**src/rtl/pu_riscv_biu_pkg.sv**
```systemverilog
// Shared definitions for the PU RISC-V BIU arbiter.
//  - biu_type_t  : burst type encoding seen on every BIU port
//  - arb_state_t : arbiter FSM states
//  - biu_beats() : number of data beats implied by a burst type
package pu_riscv_biu_pkg;

  typedef enum logic [2:0] {
    SINGLE = 3'd0,
    INCR   = 3'd1,
    WRAP4  = 3'd2,
    INCR4  = 3'd3,
    WRAP8  = 3'd4,
    INCR8  = 3'd5,
    WRAP16 = 3'd6,
    INCR16 = 3'd7
  } biu_type_t;

  typedef enum logic [1:0] {
    ST_IDLE = 2'd0,
    ST_ADDR = 2'd1,
    ST_DATA = 2'd2
  } arb_state_t;

  // Undefined-length INCR is treated as a single beat.
  function automatic logic [4:0] biu_beats(input logic [2:0] btype);
    logic [4:0] n;
    case (biu_type_t'(btype))
      SINGLE, INCR:   n = 5'd1;
      WRAP4, INCR4:   n = 5'd4;
      WRAP8, INCR8:   n = 5'd8;
      default:        n = 5'd16;
    endcase
    return n;
  endfunction

endpackage

```
**src/rtl/pu_riscv_biu_beat_cnt.sv**
```systemverilog
// Burst beat counter for the BIU arbiter.
// Ports:
//  clk_i       clock
//  rst_i       synchronous active-high reset (clears the count)
//  load_i      load load_val_i (has priority over dec_i)
//  load_val_i  beats still outstanding
//  dec_i       one beat acknowledged
//  cnt_o       beats still outstanding
//  last_o      exactly one beat left
module pu_riscv_biu_beat_cnt (
  input  logic       clk_i,
  input  logic       rst_i,
  input  logic       load_i,
  input  logic [4:0] load_val_i,
  input  logic       dec_i,
  output logic [4:0] cnt_o,
  output logic       last_o
);

  logic [4:0] cnt_q, cnt_d;

  always_comb begin
    cnt_d = cnt_q;
    if (load_i) begin
      cnt_d = load_val_i;
    end else if (dec_i && (cnt_q != 5'd0)) begin
      // saturate at zero: stray acks never wrap the count
      cnt_d = cnt_q - 5'd1;
    end
  end

  always_ff @(posedge clk_i) begin
    if (rst_i) begin
      cnt_q <= 5'd0;
    end else begin
      cnt_q <= cnt_d;
    end
  end

  assign cnt_o  = cnt_q;
  assign last_o = (cnt_q == 5'd1);

endmodule

```
**src/rtl/pu_riscv_biu_arbiter.sv**
```systemverilog
// Two-master BIU arbiter: instruction (ibiu_*) and data (dbiu_*) masters share
// one downstream BIU port (biu_*). Arbitration is per transaction; the winner's
// request is forwarded combinationally, burst beats are counted and handshakes
// are routed back to the owner only.
// Ports:
//  HCLK, HRESET               clock, synchronous active-high reset
//  ibiu_* / dbiu_* inputs     request bundles (stb, adri, size, type, we, lock, prot, d)
//  ibiu_* / dbiu_* outputs    stb_ack, d_ack, ack, err (owner only), adro, q (broadcast)
//  biu_* outputs              merged request bundle
//  biu_* inputs               downstream stb_ack, d_ack, ack, err, adro, q
module pu_riscv_biu_arbiter #(
  parameter int XLEN  = 32,
  parameter int PLEN  = 32,
  parameter int DPRIO = 1
) (
  input  logic            HCLK,
  input  logic            HRESET,
  // instruction master
  input  logic            ibiu_stb,
  input  logic [PLEN-1:0] ibiu_adri,
  input  logic [2:0]      ibiu_size,
  input  logic [2:0]      ibiu_type,
  input  logic            ibiu_we,
  input  logic            ibiu_lock,
  input  logic [2:0]      ibiu_prot,
  input  logic [XLEN-1:0] ibiu_d,
  output logic            ibiu_stb_ack,
  output logic            ibiu_d_ack,
  output logic            ibiu_ack,
  output logic            ibiu_err,
  output logic [PLEN-1:0] ibiu_adro,
  output logic [XLEN-1:0] ibiu_q,
  // data master
  input  logic            dbiu_stb,
  input  logic [PLEN-1:0] dbiu_adri,
  input  logic [2:0]      dbiu_size,
  input  logic [2:0]      dbiu_type,
  input  logic            dbiu_we,
  input  logic            dbiu_lock,
  input  logic [2:0]      dbiu_prot,
  input  logic [XLEN-1:0] dbiu_d,
  output logic            dbiu_stb_ack,
  output logic            dbiu_d_ack,
  output logic            dbiu_ack,
  output logic            dbiu_err,
  output logic [PLEN-1:0] dbiu_adro,
  output logic [XLEN-1:0] dbiu_q,
  // downstream port
  output logic            biu_stb,
  output logic [PLEN-1:0] biu_adri,
  output logic [2:0]      biu_size,
  output logic [2:0]      biu_type,
  output logic            biu_we,
  output logic            biu_lock,
  output logic [2:0]      biu_prot,
  output logic [XLEN-1:0] biu_d,
  input  logic            biu_stb_ack,
  input  logic            biu_d_ack,
  input  logic            biu_ack,
  input  logic            biu_err,
  input  logic [PLEN-1:0] biu_adro,
  input  logic [XLEN-1:0] biu_q
);

  import pu_riscv_biu_pkg::*;

  arb_state_t state_q, state_d;
  logic       owner_q, owner_d;   // 0 = instr, 1 = data
  logic       last_q, last_d;     // owner of the last accepted address phase
  logic       hold_q, hold_d;     // bus locked to owner_q
  logic       hold_eff;

  logic            own_stb, own_lock, own_we;
  logic [PLEN-1:0] own_adri;
  logic [2:0]      own_size, own_type, own_prot;
  logic [XLEN-1:0] own_d;
  logic [4:0]      own_beats;

  logic       cnt_load, cnt_dec, cnt_last;
  logic [4:0] cnt_load_val, cnt_val;
  logic       active;

  // Owner request mux
  assign own_stb   = owner_q ? dbiu_stb  : ibiu_stb;
  assign own_adri  = owner_q ? dbiu_adri : ibiu_adri;
  assign own_size  = owner_q ? dbiu_size : ibiu_size;
  assign own_type  = owner_q ? dbiu_type : ibiu_type;
  assign own_we    = owner_q ? dbiu_we   : ibiu_we;
  assign own_lock  = owner_q ? dbiu_lock : ibiu_lock;
  assign own_prot  = owner_q ? dbiu_prot : ibiu_prot;
  assign own_d     = owner_q ? dbiu_d    : ibiu_d;
  assign own_beats = biu_beats(own_type);

  pu_riscv_biu_beat_cnt u_beat_cnt (
    .clk_i      (HCLK),
    .rst_i      (HRESET),
    .load_i     (cnt_load),
    .load_val_i (cnt_load_val),
    .dec_i      (cnt_dec),
    .cnt_o      (cnt_val),
    .last_o     (cnt_last)
  );

  always_comb begin
    state_d      = state_q;
    owner_d      = owner_q;
    last_d       = last_q;
    hold_d       = hold_q;
    hold_eff     = 1'b0;
    cnt_load     = 1'b0;
    cnt_load_val = own_beats;
    cnt_dec      = 1'b0;

    case (state_q)
      ST_IDLE: begin
        // In IDLE owner_q is still the previous owner, so own_* is the holder.
        // The hold drops as soon as the holder shows lock=0 with stb=0, and the
        // other side may be granted in that same cycle.
        hold_eff = hold_q && (own_stb || own_lock);
        if (hold_q && !hold_eff) begin
          hold_d = 1'b0;
        end
        if (hold_eff) begin
          if (own_stb) begin
            state_d = ST_ADDR;
          end
        end else if (ibiu_stb && dbiu_stb) begin
          owner_d = (DPRIO != 0) ? 1'b1 : ~last_q;
          state_d = ST_ADDR;
        end else if (ibiu_stb) begin
          owner_d = 1'b0;
          state_d = ST_ADDR;
        end else if (dbiu_stb) begin
          owner_d = 1'b1;
          state_d = ST_ADDR;
        end
      end

      ST_ADDR: begin
        if (biu_err) begin
          state_d = ST_IDLE;
        end else if (biu_stb_ack) begin
          last_d = owner_q;
          if (biu_ack) begin
            // zero-wait first beat
            if (own_beats == 5'd1) begin
              state_d = ST_IDLE;
              hold_d  = own_lock;
            end else begin
              cnt_load     = 1'b1;
              cnt_load_val = own_beats - 5'd1;
              state_d      = ST_DATA;
            end
          end else begin
            cnt_load = 1'b1;
            state_d  = ST_DATA;
          end
        end else if (!own_stb) begin
          state_d = ST_IDLE;   // request abandoned before acceptance
        end
      end

      ST_DATA: begin
        if (biu_err) begin
          state_d = ST_IDLE;
        end else if (biu_ack && (cnt_val != 5'd0)) begin
          cnt_dec = 1'b1;
          if (cnt_last) begin
            state_d = ST_IDLE;
            hold_d  = own_lock;
          end
        end
      end

      default: state_d = ST_IDLE;
    endcase
  end

  always_ff @(posedge HCLK) begin
    if (HRESET) begin
      state_q <= ST_IDLE;
      owner_q <= 1'b0;
      last_q  <= 1'b0;
      hold_q  <= 1'b0;
    end else begin
      state_q <= state_d;
      owner_q <= owner_d;
      last_q  <= last_d;
      hold_q  <= hold_d;
    end
  end

  // Outputs are quiet in IDLE and while reset is held.
  assign active = (state_q != ST_IDLE) && !HRESET;

  assign biu_stb  = (state_q == ST_ADDR) && !HRESET && own_stb;
  assign biu_adri = active ? own_adri : '0;
  assign biu_size = active ? own_size : '0;
  assign biu_type = active ? own_type : '0;
  assign biu_we   = active && own_we;
  assign biu_lock = active && own_lock;
  assign biu_prot = active ? own_prot : '0;
  assign biu_d    = active ? own_d    : '0;

  assign ibiu_stb_ack = active && !owner_q && biu_stb_ack;
  assign ibiu_d_ack   = active && !owner_q && biu_d_ack;
  assign ibiu_ack     = active && !owner_q && biu_ack;
  assign ibiu_err     = active && !owner_q && biu_err;
  assign dbiu_stb_ack = active &&  owner_q && biu_stb_ack;
  assign dbiu_d_ack   = active &&  owner_q && biu_d_ack;
  assign dbiu_ack     = active &&  owner_q && biu_ack;
  assign dbiu_err     = active &&  owner_q && biu_err;

  assign ibiu_adro = biu_adro;
  assign ibiu_q    = biu_q;
  assign dbiu_adro = biu_adro;
  assign dbiu_q    = biu_q;

endmodule

```
**config.mk**
```make
export PLATFORM = sky130hd
export DESIGN_NAME = pu_riscv_biu_arbiter
export DESIGN_NICKNAME = d
export VERILOG_FILES = /design/src/rtl/pu_riscv_biu_pkg.sv /design/src/rtl/pu_riscv_biu_beat_cnt.sv /design/src/rtl/pu_riscv_biu_arbiter.sv
export SDC_FILE = /design/constraint.sdc
export NUM_CORES = 1
export LEC_CHECK = 0
export BUFFER_PORTS_ARGS = -buffer_cell sky130_fd_sc_hd__buf_4
export CAP_MARGIN = 20
export CORE_AREA = 2 2 167 169
export DETAILED_ROUTE_END_ITERATION = 6
export DIE_AREA = 0 0 169 171
export MAX_ROUTING_LAYER = met4
export PLACE_DENSITY = 0.46
export SLEW_MARGIN = 5
export SYNTH_ARGS = -nofsm -noshare
export SYNTH_HDL_FRONTEND = slang
export SYNTH_SLANG_ARGS = --single-unit
```
**constraint.sdc**
```tcl
create_clock -name HCLK -period 2.3 [get_ports HCLK]
set_clock_uncertainty 0.15 [all_clocks]
set_input_delay 0.115 -clock HCLK [delete_from_list [all_inputs] [get_ports HCLK]]
set_output_delay 0.115 -clock HCLK [all_outputs]
set_load 0.02 [all_outputs]
```
# Yosys cells after proc, flatten, opt, wreduce, memory -nomap -nowiden
# Cells that the tools add are included.
# classes
addsub,2
multipliers,0
div,0
magnitude_cmp,0
n_eq_ne,22
shift,0
muxes,55
bitwise,1
n_reduce_logical,37
# ops
op,count
two-way mux 32 bit,4
two-way mux 5 bit,7
two-way mux 2 bit,13
two-way mux 1 bit,22
logical AND 1 bit,20
two-way mux 3 bit,6
!= test 2 bit (second input constant),8
case mux 5 bit (3 select lines),1
== test 5 x 1 -> 1 bit (second input constant),2
subtractor 5 x 1 -> 5 bit (second input constant),2
!= test 3 bit (second input constant),3
AND reduction 9 bit,1
== test 3 x 2 -> 1 bit (second input constant),2
== test 3 bit (second input constant),2
case mux 2 bit (3 select lines),1
nonzero test 3 bit,2
OR reduction 2 bit,3
!= test 5 bit (second input constant),1
AND reduction 5 bit,1
nonzero test 5 bit,1
!= test 4 bit (second input constant),1
nonzero test 2 bit,2
== test 3 x 1 -> 1 bit (second input constant),1
zero test 1 bit,3
8 further kinds,8
# totals
register_bits,9
latchBits,0
mem_bits_rw,0
romBits,0
inputBits,222
out_inout_bits,212
wordCells,121
memories,0

# Depth between registers and ports, before layout
# logic_depth
ltp_word,11
ltp_mapped,7
depth_no_buf,7

# Modules after synthesis
# Synthesis repeated with hierarchy kept, for this count alone.
# hier_totals
cells_unflattened,414
area_unflattened_um2,2994.1
# modules_own_cells
module,n_inst,cells_per_inst,area_per_inst_um2,seq_area_each_um2
pu_riscv_biu_arbiter,1,374,2661.3,80.1
pu_riscv_biu_beat_cnt,1,40,332.8,100.1

# Worst setup path before layout
# No wires, ideal clock.
# synth_path
kind,register to output
startpoint,register state_q[1]
endpoint,output port biu_adri[17]
t_arrival_ns,1.614
required_time_ns,2.035
setup_slack_ns,0.421
path_stages_with_launch,8
path_buffers,3
cell_sequence,dfxtp_1 -> inv_1 -> ha_1 -> or2_1 -> clkbuf_1 -> buf_2 -> buf_2 -> nor2_1
# synth_via
elab_chain_cells,3
# synth_lines
item,line,source
from (decl),pu_riscv_biu_arbiter.sv:67,"arb_state_t state_q, state_d;"
from (signal assigned),pu_riscv_biu_arbiter.sv:186,state_q <= state_d;
nonzero test 2 bit,pu_riscv_biu_arbiter.sv:194,assign active = (state_q != ST_IDLE) && !HRESET;
logical AND 1 bit,pu_riscv_biu_arbiter.sv:194,
two-way mux 32 bit,pu_riscv_biu_arbiter.sv:197,assign biu_adri = active ? own_adri : '0;
to (decl),pu_riscv_biu_arbiter.sv:50,"output logic [PLEN-1:0] biu_adri,"
# Every way passes these cells.

# Worst setup path after layout
# layout_path
startpoint,register state_q[0]
endpoint,output port biu_type[0]
# layout_via
elab_chain_cells,3
# layout_lines
item,line,source
nonzero test 2 bit,pu_riscv_biu_arbiter.sv:194,
logical AND 1 bit,pu_riscv_biu_arbiter.sv:194,
two-way mux 3 bit,pu_riscv_biu_arbiter.sv:199,assign biu_type = active ? own_type : '0;
to (decl),pu_riscv_biu_arbiter.sv:52,"output logic [2:0] biu_type,"
# Every way passes these cells.

==> run_results.csv <==
group,metric,value,unit
final_layout,num-fill-cells,3140,
final_layout,layout-drive-gt1-share,53.5,%
die,num_rows,61,
clock_tree,clkTransAtPathRegs,0.04,ns
grt,grt_pass1_vias,2651,
final_layout,syn_to_final_growth,42.9,%
grt,track_usage,8.31,%
min_path,min-delay-start,"HRESET",
grt,grt_pass1_wl,17600,µm
clock_tree,cts_tree,"built",
timing,max_clock_freq,0.464,GHz
worst_setup_path,crit_type,"reg -> out",
logic_synthesis,synth_seq_cells,9,
timing,whs,0.0117,ns
detailed_routing,wl,13200,µm
detailed_routing,first_pass_iters,4,
timing,slew_headroom,71.4,%
timing,drv_slew,0,
timing,finalCriticalPeriod,2.16,ns
clock_tree,h-tree-depth,1,
worst_setup_path,worstPathRequired,2.04,ns
detailed_routing,antenna_left,0,
timing,rsz0062_at_grt,"no",
die,dieArea,0.0289,mm²
logic_synthesis,synth.yosys.seq_area_share,5.91,%
detailed_routing,viasPerCell,3.37,
worst_setup_path,critPathLaunch,"state_q[0]$_SDFFE_PP0P_",
worst_setup_path,critPathLaunchType,"flop",
worst_setup_path,critPathCaptureType,"output pin",
detailed_routing,wl_per_cell,15.5,µm
flow_run,max-cap-violations,0,
timing,finalHoldViolations,0,
power_and_ir_drop,powerDensity,330,mW/mm²
timing,setup_violations,0,
die,core-area,0.0273,mm²
clock_tree,cts_made_buffers,3,
logic_synthesis,yosys_most_used_dff,"dfxtp_1",
logic_synthesis,synth_edf_count,0,
detailed_routing,drc,0,
clock_tree,numClockSinks,9,
grt,grt-ovfl-total,0,
timing,timing.setup.tns,0,ns
logic_synthesis,syn_area,0.00305,mm²
final_layout,antennaDiodeCount,0,
clock_tree,clkLatencyLatePin,0.24,ns
detailed_routing,drtIter0Drc,134,
die,fp.dieW,169,µm
grt,grt_max_degree,46,
timing,finalCritPeriodShare,93.8,%
detailed_routing,vias,2862,
placement,dp_hpwl,11500,µm
die,ios,434,
logic_synthesis,async_reset_ff_share,0,%
worst_setup_path,rr_startpoint,"state_q[0]$_SDFFE_PP0P_",
min_path,hp-class,"in -> reg",
die,initial_core_util,11.2,%
clock_tree,postCtsSetupBuffers,0,
placement,gp_congestion,0.747,
clock_tree,cts_hold_repair.buffers,0,
grt,antenna_found_initial,0,
power_and_ir_drop,vdd_drop_max,0.000198,V
die,die_y,171,µm
worst_setup_path,worstPathMaxFanout,39,
timing,tightest_slew,0.417,ns
worst_setup_path,crit_arrival,1.89,ns
logic_synthesis,syn_nets,631,
clock_tree,clock-root-buffer,"clkbuf_16",
clock_tree,cts_buffer_depth,2,
logic_synthesis,syn_inst,402,
power_and_ir_drop,leakage,2.05,nW
logic_synthesis,syn-mean-instance-area,7.58,µm²
placement,port_buffers,241,
logic_synthesis,ys.warnings.count,0,
final_layout,nets,733,
run_status,outcome,"finished clean",
logic_synthesis,synth.distinct_cells,50,
stage by stage:
stage	std cells	worst slack (ns)	util [%]	area, µm²	total power [mW]
after floorplan	402	0.421	-	3050	1.02
after global placement	845	0.382	15.6	4270	1.13
after detailed placement	845	0.315	15.6	4270	1.13
after CTS	849	0.0656	15.9	4350	1.45
after global routing	849	0.0127	15.9	4360	1.53
final	849	0.143	15.9	4360	1.44
critical path, cell delays in order, from the launching register on:
cell and delay, ns:
dfxtp_1 0.36, inv_1 0.09, ha_1 0.26, or2_2 0.39
buf_8 0.20, nor2_1 0.16, buf_4 0.16
cell usage after synthesis (2+ instances only):
cell type / n / area [µm²]
xor2_1: 3 / 26.3
o41ai_2: 2 / 32.5
buf_2: 12 / 60.1
nand2_1: 7 / 26.3
or2b_2: 2 / 17.5
nand2b_1: 2 / 12.5
or2_1: 2 / 12.5
nor3_1: 3 / 15.0
ha_1: 7 / 87.6
buf_6: 2 / 22.5
nand3_1: 2 / 10.0
dfxtp_1: 9 / 180
and2_1: 4 / 25.0
o21ai_1: 3 / 15.0
nand3b_1: 3 / 22.5
o32ai_4: 2 / 55.1
mux2i_1: 75 / 751
buf_4: 131 / 983
and3_1: 4 / 25.0
a211oi_1: 2 / 15.0
a21oi_1: 6 / 30.0
inv_1: 8 / 30.0
nor2_1: 83 / 312
buf_1: 2 / 7.51
cells in the final DEF, fill, tap and decap left out, types with 2 or more instances in the layout:
| master | Yosys | final |
|---|---|---|
| a211oi_1 | 2 | 2 |
| a21oi_1 | 6 | 6 |
| and2_1 | 4 | 4 |
| and3_1 | 4 | 4 |
| buf_12 | 0 | 2 |
| buf_4 | 131 | 242 |
| clkbuf_16 | 0 | 3 |
| dfxtp_1 | 9 | 8 |
| ha_1 | 7 | 7 |
| inv_1 | 8 | 8 |
| mux2i_1 | 75 | 75 |
| nand2_1 | 7 | 7 |
| nand2b_1 | 2 | 2 |
| nand3_1 | 2 | 2 |
| nand3b_1 | 3 | 3 |
| nor2_1 | 83 | 83 |
| nor3_1 | 3 | 3 |
| o21ai_1 | 3 | 3 |
| o32ai_4 | 2 | 2 |
| o41ai_2 | 2 | 2 |
| or2b_2 | 2 | 2 |
| xor2_1 | 3 | 3 |
logic make-up after synthesis:
logic type,count (synthesis),share of synthesized area (%)
AO/OA/AOI/OAI,26,8.33
XOR/XNOR,4,1.15
adder cells (fa/ha/maj),7,2.87
buffers and inverters,157,36.7
flip-flops,9,5.91
multiplexers,78,25.9
AND/OR/NAND/NOR,121,19.0
per-layer routing:
layer  part of all wire [%]  GRT usage (%)  up-vias
met4                    2.8           2.04        0
met2                     49           13.6      165
met3                     12           3.56       41
met5                      0              -        -
met1                     36           9.37     1248
li1                       -              -     1408
sequential cells by signal, summed over array words and instances, names as in the netlist:
signal and cells:
hold_q 1, state_q 2, u_beat_cnt.cnt_o 5, owner_q 1
cell type report:
| class | count | area (µm²) | share of cell area, % |
|---|---|---|---|
| inverter | 8 | 30.0 | 0.689 |
| tap | 346 | 433 | 9.94 |
| sequential | 9 | 184 | 4.22 |
| multi-input combinational | 236 | 1750 | 40.1 |
| clock buffer | 4 | 78.8 | 1.81 |
| timing repair buffer | 246 | 1880 | 43.2 |
where the power goes:
part | internal [mW] | switching (mW) | total, mW
Sequential | 0.167 | 0.0194 | 0.186
Combinational | 0.478 | 0.460 | 0.938
Clock | 0.233 | 0.0828 | 0.315
path summary, 6_finish.rpt:
check,end,slack (ns),depth (start not counted)
min,owner_q$_SDFFE_PP0P_,0.01,2
max,biu_type[0],0.14,6
max reg2reg,u_beat_cnt.cnt_o[4]$_SDFFE_PP0P_,0.46,7
min reg2reg,state_q[1]$_SDFFE_PP0P_,0.39,2
timing repair:
| action | CTS | global route |
|---|---|---|
| setup endpoints to repair | 0 | 38 |
| gates resized for setup | 0 | 3 |
| hold endpoints to repair | 0 | 0 |
Power figures use the tool's default switching activity.
